$ cat src/rtl/uart_tx_arbiter_if.sv
// Requester-side and UART-side handshake bundle for uart_tx_arbiter.
// slave: the arbiter's view. master: the surrounding system (requesters plus UART).
interface uart_tx_arbiter_if #(
  parameter int unsigned NREQ = 4
);
  logic [NREQ-1:0]   req_valid;
  logic [8*NREQ-1:0] req_data;
  logic [NREQ-1:0]   req_ready;
  logic              uart_dat_we;
  logic [7:0]        uart_dat_di;
  logic              uart_dat_wait;

  modport master (
    output req_valid, req_data, uart_dat_wait,
    input  req_ready, uart_dat_we, uart_dat_di
  );

  modport slave (
    input  req_valid, req_data, uart_dat_wait,
    output req_ready, uart_dat_we, uart_dat_di
  );
endinterface

$ cat src/rtl/uart_tx_arbiter.sv
// Round-robin arbiter sharing the UART transmit-data write port between NREQ requesters.
// Optional line-lock mode (keeps a requester's line together until '\n' or an idle
// timeout) is compiled in with `define UART_ARB_LINELOCK_EN.
module uart_tx_arbiter #(
  parameter int unsigned NREQ         = 4,
  parameter int unsigned LOCK_TIMEOUT = 255,
  localparam int unsigned IW          = (NREQ > 1) ? $clog2(NREQ) : 1
) (
  input  logic                clk,
  input  logic                resetn,
  uart_tx_arbiter_if.slave    bus,
  output logic [IW-1:0]       grant_id,
  output logic                busy
);

  // Reject unsupported configurations at elaboration.
  if (NREQ < 2 || NREQ > 8 || LOCK_TIMEOUT < 1 || LOCK_TIMEOUT > 255) begin : g_bad_params
    $error("uart_tx_arbiter: NREQ must be 2..8 and LOCK_TIMEOUT 1..255");
  end

  typedef enum logic [0:0] {StIdle, StSend} state_e;

  state_e          state_q, state_d;
  logic [IW-1:0]   rr_ptr_q, rr_ptr_d;
  logic [IW-1:0]   grant_id_q, grant_id_d;
  logic [7:0]      hold_q, hold_d;

  logic [NREQ-1:0] eligible;
  logic            found;
  logic [IW-1:0]   pick;
  logic [IW:0]     cand;
  logic [IW:0]     ptr_inc;
  logic [IW-1:0]   next_ptr;

`ifdef UART_ARB_LINELOCK_EN
  logic            lock_q, lock_d;
  logic [7:0]      lock_cnt_q, lock_cnt_d;
`endif

  // Requesters allowed to win this cycle; a held line restricts it to its owner.
  always_comb begin
    eligible = bus.req_valid;
`ifdef UART_ARB_LINELOCK_EN
    if (lock_q) begin
      eligible = bus.req_valid & (NREQ'(1) << grant_id_q);
    end
`endif
  end

  // First eligible requester searching rr_ptr, rr_ptr+1, ... modulo NREQ.
  always_comb begin
    found = 1'b0;
    pick  = '0;
    cand  = '0;
    for (int unsigned j = 0; j < NREQ; j++) begin
      cand = {1'b0, rr_ptr_q} + (IW+1)'(j);
      // Sum stays below 2*NREQ, so one subtraction is a full modulo.
      if (cand >= (IW+1)'(NREQ)) begin
        cand = cand - (IW+1)'(NREQ);
      end
      if (!found && eligible[cand[IW-1:0]]) begin
        found = 1'b1;
        pick  = cand[IW-1:0];
      end
    end
  end

  // Pointer to the requester after the current grant, wrapping at NREQ.
  always_comb begin
    ptr_inc  = {1'b0, grant_id_q} + (IW+1)'(1);
    next_ptr = (ptr_inc >= (IW+1)'(NREQ)) ? '0 : ptr_inc[IW-1:0];
  end

  // Next-state logic: grant in IDLE, wait for UART acceptance in SEND.
  always_comb begin
    state_d    = state_q;
    rr_ptr_d   = rr_ptr_q;
    grant_id_d = grant_id_q;
    hold_d     = hold_q;
`ifdef UART_ARB_LINELOCK_EN
    lock_d     = lock_q;
    lock_cnt_d = lock_cnt_q;
`endif
    unique case (state_q)
      StIdle: begin
        if (found) begin
          state_d    = StSend;
          hold_d     = bus.req_data[8*pick +: 8];
          grant_id_d = pick;
`ifdef UART_ARB_LINELOCK_EN
          lock_d     = 1'b1;
          lock_cnt_d = '0;
`endif
        end
`ifdef UART_ARB_LINELOCK_EN
        else if (lock_q) begin
          // Owner has been silent; count idle cycles and give the line up at the limit.
          if (lock_cnt_q == 8'(LOCK_TIMEOUT - 1)) begin
            lock_d     = 1'b0;
            lock_cnt_d = '0;
          end else begin
            lock_cnt_d = lock_cnt_q + 8'd1;
          end
        end
`endif
      end
      StSend: begin
        if (!bus.uart_dat_wait) begin
          state_d  = StIdle;
          rr_ptr_d = next_ptr;
`ifdef UART_ARB_LINELOCK_EN
          if (hold_q == 8'h0A) begin
            lock_d     = 1'b0;
            lock_cnt_d = '0;
          end
`endif
        end
      end
      default: state_d = StIdle;
    endcase
  end

  // Outputs decoded from state; req_ready never depends on uart_dat_wait.
  always_comb begin
    bus.req_ready   = '0;
    bus.uart_dat_we = 1'b0;
    bus.uart_dat_di = 8'h00;
    busy            = 1'b0;
    unique case (state_q)
      StIdle: begin
        // No byte is taken while reset is being applied.
        if (found && resetn) begin
          bus.req_ready = NREQ'(1) << pick;
        end
      end
      StSend: begin
        bus.uart_dat_we = 1'b1;
        bus.uart_dat_di = hold_q;
        busy            = 1'b1;
      end
      default: ;
    endcase
  end

  assign grant_id = grant_id_q;

  // State register with synchronous active-low reset.
  always_ff @(posedge clk) begin
    if (!resetn) begin
      state_q    <= StIdle;
      rr_ptr_q   <= '0;
      grant_id_q <= '0;
      hold_q     <= 8'h00;
    end else begin
      state_q    <= state_d;
      rr_ptr_q   <= rr_ptr_d;
      grant_id_q <= grant_id_d;
      hold_q     <= hold_d;
    end
  end

`ifdef UART_ARB_LINELOCK_EN
  // Line-lock flag and idle timeout counter.
  always_ff @(posedge clk) begin
    if (!resetn) begin
      lock_q     <= 1'b0;
      lock_cnt_q <= '0;
    end else begin
      lock_q     <= lock_d;
      lock_cnt_q <= lock_cnt_d;
    end
  end
`endif

endmodule

$ cat src/flat_wrapper.sv
// flat-port wrapper written by rule: the top's interface ports become plain ports
module uart_tx_arbiter_flat 
#(
  parameter int unsigned NREQ         = 4,
  parameter int unsigned LOCK_TIMEOUT = 255,
  localparam int unsigned IW          = (NREQ > 1) ? $clog2(NREQ) : 1
)
  (clk, resetn, grant_id, busy, bus_req_valid, bus_req_data, bus_uart_dat_wait, bus_req_ready, bus_uart_dat_we, bus_uart_dat_di);
  uart_tx_arbiter_if #(.NREQ(NREQ)) bus_i ();
  input  logic clk;
  input  logic resetn;
  output logic [IW-1:0] grant_id;
  output logic busy;
  input wire logic [$bits(bus_i.req_valid)-1:0] bus_req_valid;
  input wire logic [$bits(bus_i.req_data)-1:0] bus_req_data;
  input wire logic [$bits(bus_i.uart_dat_wait)-1:0] bus_uart_dat_wait;
  output wire logic [$bits(bus_i.req_ready)-1:0] bus_req_ready;
  output wire logic [$bits(bus_i.uart_dat_we)-1:0] bus_uart_dat_we;
  output wire logic [$bits(bus_i.uart_dat_di)-1:0] bus_uart_dat_di;
  assign bus_i.req_valid = bus_req_valid;
  assign bus_i.req_data = bus_req_data;
  assign bus_i.uart_dat_wait = bus_uart_dat_wait;
  assign bus_req_ready = bus_i.req_ready;
  assign bus_uart_dat_we = bus_i.uart_dat_we;
  assign bus_uart_dat_di = bus_i.uart_dat_di;
  uart_tx_arbiter #(.NREQ(NREQ), .LOCK_TIMEOUT(LOCK_TIMEOUT)) u_core (.clk(clk), .resetn(resetn), .bus(bus_i), .grant_id(grant_id), .busy(busy));
endmodule
$ cat config.mk
export PLATFORM = sky130hd
export DESIGN_NAME = uart_tx_arbiter_flat
export DESIGN_NICKNAME = d
export VERILOG_FILES = /design/src/rtl/uart_tx_arbiter_if.sv /design/src/rtl/uart_tx_arbiter.sv /design/src/flat_wrapper.sv
export SDC_FILE = /design/constraint.sdc
export NUM_CORES = 1
export LEC_CHECK = 0
export CAP_MARGIN = 20
export CORE_MARGIN = 10
export CORE_UTILIZATION = 61
export DETAILED_ROUTE_END_ITERATION = 10
export DONT_BUFFER_PORTS = 1
export PLACE_DENSITY = 0.83
export RECOVER_POWER = 50
export SETUP_SLACK_MARGIN = 0.02
export SLEW_MARGIN = 5
export SYNTH_ARGS = -nofsm -noshare
export SYNTH_HDL_FRONTEND = slang
export SYNTH_SLANG_ARGS = --single-unit
$ cat constraint.sdc
create_clock -name clk -period 2.9 [get_ports clk]
set_clock_uncertainty 0.1 [all_clocks]
set_input_delay 0.58 -clock clk [delete_from_list [all_inputs] [get_ports clk]]
set_output_delay 0.58 -clock clk [all_outputs]
set_load 0.005 [all_outputs]
---- Yosys cells after proc, flatten, opt, wreduce, memory -nomap -nowiden ----
Cells that the tools add are included.
storage, ports and cells
  register bits ........................... 13
  input port bits ......................... 39
  output and inout bits ................... 16
  word-level logic and storage cells ...... 62
operators by class
  add/sub/neg operators ................... 8
  order comparisons ....................... 9
  shift-type cells ........................ 2
  muxes and demuxes ....................... 28
  bitwise operators ....................... 2
  reduce and logical (&&, ||, !) cells .... 9
operators by type and width
  cell                 count
  $shiftx 32x6->8      1
  $mux 2               9
  $ge 3x3->1 const B   4
  $lt 2x3->1 const B   4
  $mux 1               11
  $bmux 1 s2           4
  $mux 4               2
  $mux 8               1
  $sub 2x1->2 const B  4
  $add 2x1->3 const B  2
  $add 2x2->3 const B  2
  $logic_and 1x1->1    4
  $reduce_and 2->1     2
  $shl 1x2->4 const A  1
  $ge 2x3->1 const B   1
  $logic_not 1->1      3
  $not 1->1            2
  $pmux 1 s2           1

---- Logic depth before layout (Yosys ltp) ----
  depth in word-level cells ............... 17
  gate-level depth with buffers ........... 8
  mapped depth without buffers ............ 5

---- Worst setup path before layout ----
Ideal clock, no wire load.
  kind .................................... input port to output port
  from .................................... input port bus_req_valid[3]
  to ...................................... output port bus_req_ready[0]
  data arrival time ....................... 1748 ps
  required time ........................... 2220 ps
  setup slack ............................. 472 ps
  stages .................................. 7
  buffers on the path ..................... 3
  path through ............................ inv_2 -> and3_4 -> buf_6 -> or3_1 -> buf_6 -> buf_4 -> and3_1
on the way
  word-level cells in the longest chain between the ends .. 15
  elaborated cells on any way between the ends .. 26
  those cells by class .................... shift (1); mux (18); reduce/logical (7)
RTL lines
  what                                                     RTL line                                        source
  from (decl)                                              flat_wrapper.sv:14                              input wire logic [$bits(bus_i.req_valid)-1:0] bus_req_valid;
  $bmux 1 s2                                               uart_tx_arbiter.sv:61                           if (!found && eligible[cand[IW-1:0]]) begin
  $mux 1 (not written as such)                             uart_tx_arbiter.sv:61
  $mux 1                                                   uart_tx_arbiter.sv:61
  $logic_not 1->1                                          uart_tx_arbiter.sv:61
  $logic_and 1x1->1                                        uart_tx_arbiter.sv:61
  $mux 1                                                   uart_tx_arbiter.sv:61
  $logic_not 1->1                                          uart_tx_arbiter.sv:61
  $logic_and 1x1->1                                        uart_tx_arbiter.sv:61
  $mux 1                                                   uart_tx_arbiter.sv:61
  $logic_not 1->1                                          uart_tx_arbiter.sv:61
  $logic_and 1x1->1                                        uart_tx_arbiter.sv:61
  $mux 2 / $mux 1 (equally long branches)                  uart_tx_arbiter.sv:61
  $shl 1x2->4 / $logic_and 1x1->1 (equally long branches)  uart_tx_arbiter.sv:133, uart_tx_arbiter.sv:132
  $mux 4 *                                                 uart_tx_arbiter.sv:132                          if (found && resetn) begin
  $mux 4 *                                                 uart_tx_arbiter.sv:129                          unique case (state_q)
  to (decl)                                                flat_wrapper.sv:17                              output wire logic [$bits(bus_i.req_ready)-1:0] bus_req_ready;
Every way passes the cells marked *; elsewhere a longest branch is shown, timed or not. The select of a mux whose other input is x is not followed.

---- Worst setup path in the final report ----
  from .................................... register u_core.rr_ptr_q[1]
  to ...................................... output port bus_req_ready[0]
on the way
  word-level cells in the longest chain between the ends .. 17
  elaborated cells on any way between the ends .. 41
  those cells by class .................... add/sub (7); order compare (4); shift (1); mux (22); reduce/logical (7)
RTL lines
  what                                                                  RTL line                source
  from (decl)                                                           uart_tx_arbiter.sv:24   logic [IW-1:0] rr_ptr_q, rr_ptr_d;
  from (signal assigned)                                                uart_tx_arbiter.sv:156  rr_ptr_q <= rr_ptr_d;
  parallel branches: the longest is 15 deep, another holds $add 2x1->3  -
  $mux 4 *                                                              uart_tx_arbiter.sv:132
  $mux 4 *                                                              uart_tx_arbiter.sv:129
Mark *: on every way between the ends. The select of a mux whose other input is x is not followed.

==> summary.md <==
| Metric | Value |
|---|---|
| Top post-synthesis cells by area | `dfxtp_1, a2111oi_2, a311oi_1` |
| Sequential share of power | `roughly 47%` |
| Layout cells sized above 1 | `19.13%` |
| Register area share after synthesis | `a little over a quarter` |
| Avg Vias per Cell | `between 7 and 8` |
| Final min period | `between 2 and 3 ns` |
| Seq. cell area | `260.3 µm²` |
| Worst Setup EP | `bus_req_ready[0]` |
| Critical path class | `reg -> out` |
| Seq cells post-synth | `13` |
| Min-Delay Path Class | `in -> reg` |
| Layout Area Growth over Synthesis | `2.418%` |
| Mapped Cells | `between 100 and 150` |
| Max-slew violation count | `0` |
| Reg2Reg Depth | `6` |
| Final worst path period share | `about nine tenths` |
| Status | `completed` |
| Syn_area_per_cell | `between 8 and 9 µm²` |
| Hold wc startpoint | `resetn` |
| H-tree lvl count | `1` |
| Initial antenna violation count | `0` |
| PD cells | `between 400 and 500 nW/µm²` |
| Final GP Congestion | `0.8133` |
| CP endpoint kind | `output port` |
| R2r endpoint | `u_core.hold_q[1]` |
| Number of buffers created by CTS | `3` |
| Wire length per cell | `22.36 µm` |
| Core Area | `1524 µm²` |
| Compound-Gate Fraction of Synth Area | `a little under a third` |
| R2R setup slack | `~0.58 ns` |
| Via count | `a little over 900` |
| Initial core utilization | `~65%` |
| I/O Buffers | `0` |
| Pwr Total | `between 400 and 500 µW` |
| Worst EP required | `about 2.2 ns` |
| Fmax | `approximately 0.38 GHz` |
| Largest net degree at the start of global routing | `18` |
| Placed Area | `980.9 µm²` |
| Antenna Nets Post-Route | `0` |
| Detailed-route wire length | `2929 µm` |
| Max-cap viol count | `0` |
| Worst-path clk slew | `0.08 ns` |
| FF-to-FF Start | `u_core.rr_ptr_q[1]` |
| Syn Nets | `approximately 160` |
| Sw Share | `approximately 33%` |
| CTS Hold Bufs | `0` |
| Clock power frac | `between 20% and 30%` |
| Setup TNS | `0 ns` |
| Switching power | `roughly 150 µW` |
| Post-Synth Adder-Cell Area | `between 1 and 1.5%` |
| Max clock buf depth | `2` |
| Simple-gate share of the synthesized area | `roughly 33%` |
| Power Internal | `302.9 µW` |
| Design area | `about 1000 µm²` |
| First-pass GRT wire length | `roughly 4800 µm` |
| Fillers | `~120` |
| Starting DRT DRC Count | `34` |
| Leakage | `0.3573 nW` |
| Global Route Usage Sum | `around 17%` |
| N_diodes | `0` |
| WP data arrival | `around 1.9 ns` |
| Synth Area in XOR/XNOR | `0%` |
| Number of gates resized after cts | `0` |
| Final setup vio count | `0` |
| Multi-input gate area | `between 600 and 700 µm²` |
| Post-synthesis cell type with the largest combined area | `dfxtp_1` |
| Clk Tree Root Cell | `clkbuf_4` |
| # Post-CTS Setup Buffers | `0` |
| Gr ovfl total | `0` |
| Worst Setup SP | `u_core.rr_ptr_q[1]` |
| Worst-Skew Late Latency | `between 0.2 and 0.3 ns` |
| Worst slack at placement | `0.3608 ns` |
| Vias in the first global route | `between 900 and 1000` |
| DRC Markers | `0` |
| Die area | `3618 µm²` |
| Die Span Y | `between 60 and 70 µm` |
| Share of the synthesized area in the top cell type | `26.46%` |
| Drt pass-1 iters | `4` |
| Clock sink count | `13` |
| CTS tree | `built` |
| Worst slew pin tran | `approximately 0.50 ns` |
| Max VDD drop | `approximately 0.00023 V` |
| Critical Path Start Type | `flip-flop` |
| Setup WS post-layout | `0.2945 ns` |
| Post-synthesis mux area share | `2.036%` |
| Post-Syn Area | `983.4 µm²` |
| RSZ-0062 raised after global routing | `false` |
| Largest family of logic cells by synthesized area | `simple AND/OR/NAND/NOR gates` |
| Comb pwr share | `27.7%` |
| HPWL Detailed | `around 2300 µm` |
| DIE WIDTH | `roughly 60 µm` |
| # rows | `14` |
| Crit path max fanout | `10` |
| IO Pins | `55` |
| Slew margin rel. | `between 60% and 70%` |
| Synth Warn # | `0` |
| Placed Instances | `roughly 130` |
| Finished Layout Cells | `approximately 130` |
| Fin. Hold Viols | `0` |
| Nets@finish | `about 160` |
| Synth unique cells | `31` |
worst max-delay path, cell delays in order (launching register included):
cell	delay [ns]
dfxtp_1	0.44
mux2i_1	0.31
nor2_4	0.11
or3_1	0.52
and3_1	0.27
power groups by stage:
stage	logic (mW)	registers, mW	clock network, mW
final	0.125	0.210	0.115
after global routing	0.141	0.212	0.119
after CTS	0.125	0.210	0.114
after detailed placement	0.125	0.214	0
after global placement	0.121	0.213	0
after floorplan	0.107	0.208	0
layer usage:
layer,GRT usage (%),up-vias,share of wire (%)
met5,0,-,0
met4,5.128,0,1.1
met3,10.59,6,17
met2,26.76,66,48
met1,18.10,425,34
li1,-,433,-
cell families (layout without fill, tap and decap cells):
logic type / count (synthesis) / count (layout)
buffers and inverters: 12 / 12
multiplexers: 2 / 2
AND/OR/NAND/NOR: 54 / 54
AO/OA/AOI/OAI: 33 / 33
adder cells (fa/ha/maj): 1 / 1
flip-flops: 13 / 13
Yosys cell counts:
master and n:
nand2_1 18, dfxtp_1 13, and2_1 11, o21ai_0 10, a311oi_1 8, nor4b_1 8, a2111oi_2 7, a21oi_1 4
and3_1 4, buf_2 3, buf_4 2, buf_6 2, clkbuf_1 2, inv_1 2, mux2i_1 2, nand2b_1 2
nor2_1 2, nor2b_1 2, a2111oi_4 1, a21oi_2 1, and3_4 1, ha_1 1, inv_2 1, nor2_4 1
nor3_1 1, nor3_2 1, nor4_1 1, o21a_1 1, o2bb2a_1 1, or2_2 1, or3_1 1
final cells by class:
class	instances	share of cell area, %
clock buffers	4	2.609
repair buffers	5	3.727
inverters	3	1.118
flip-flops and latches	13	25.84
multi-input cells	90	64.72
well taps	16	1.988
how the worst min path moves through the flow:
stage	to	slack, ns	cells past startpoint
after floorplan	u_core.hold_q[0]	0.42	2
after global placement	u_core.hold_q[7]	0.43	2
after detailed placement	u_core.hold_q[1]	0.44	2
after global routing	u_core.grant_id[1]	0.33	1
final	u_core.state_q	0.32	2
after CTS	u_core.state_q	0.31	2
placed cells by master (no fill, tap or decap), types with 4 or more instances in the layout:
master,netlist,final
nor4b_1,8,8
dfxtp_1,13,13
and3_1,4,4
and2_1,11,5
and2_0,0,6
buf_4,2,5
a311oi_1,8,8
o21ai_0,10,10
a21oi_1,4,4
nand2_1,18,18
a2111oi_2,7,7
sequential cells by signal, summed over array words and instances (netlist names):
signal,cells
u_core.hold_q,8
u_core.state_q,1
u_core.rr_ptr_q,2
u_core.grant_id,2
per-stage QoR:
stage | hold slack [ns] | utilization [%]
floorplan | 0.4180 | -
detailed placement | 0.4403 | 64.37
finish | 0.3184 | 66.09
global route | 0.3270 | 66.09
CTS | 0.3095 | 66.09
global placement | 0.4331 | 64.37
Note: power is estimated with default switching activity, not from simulation.
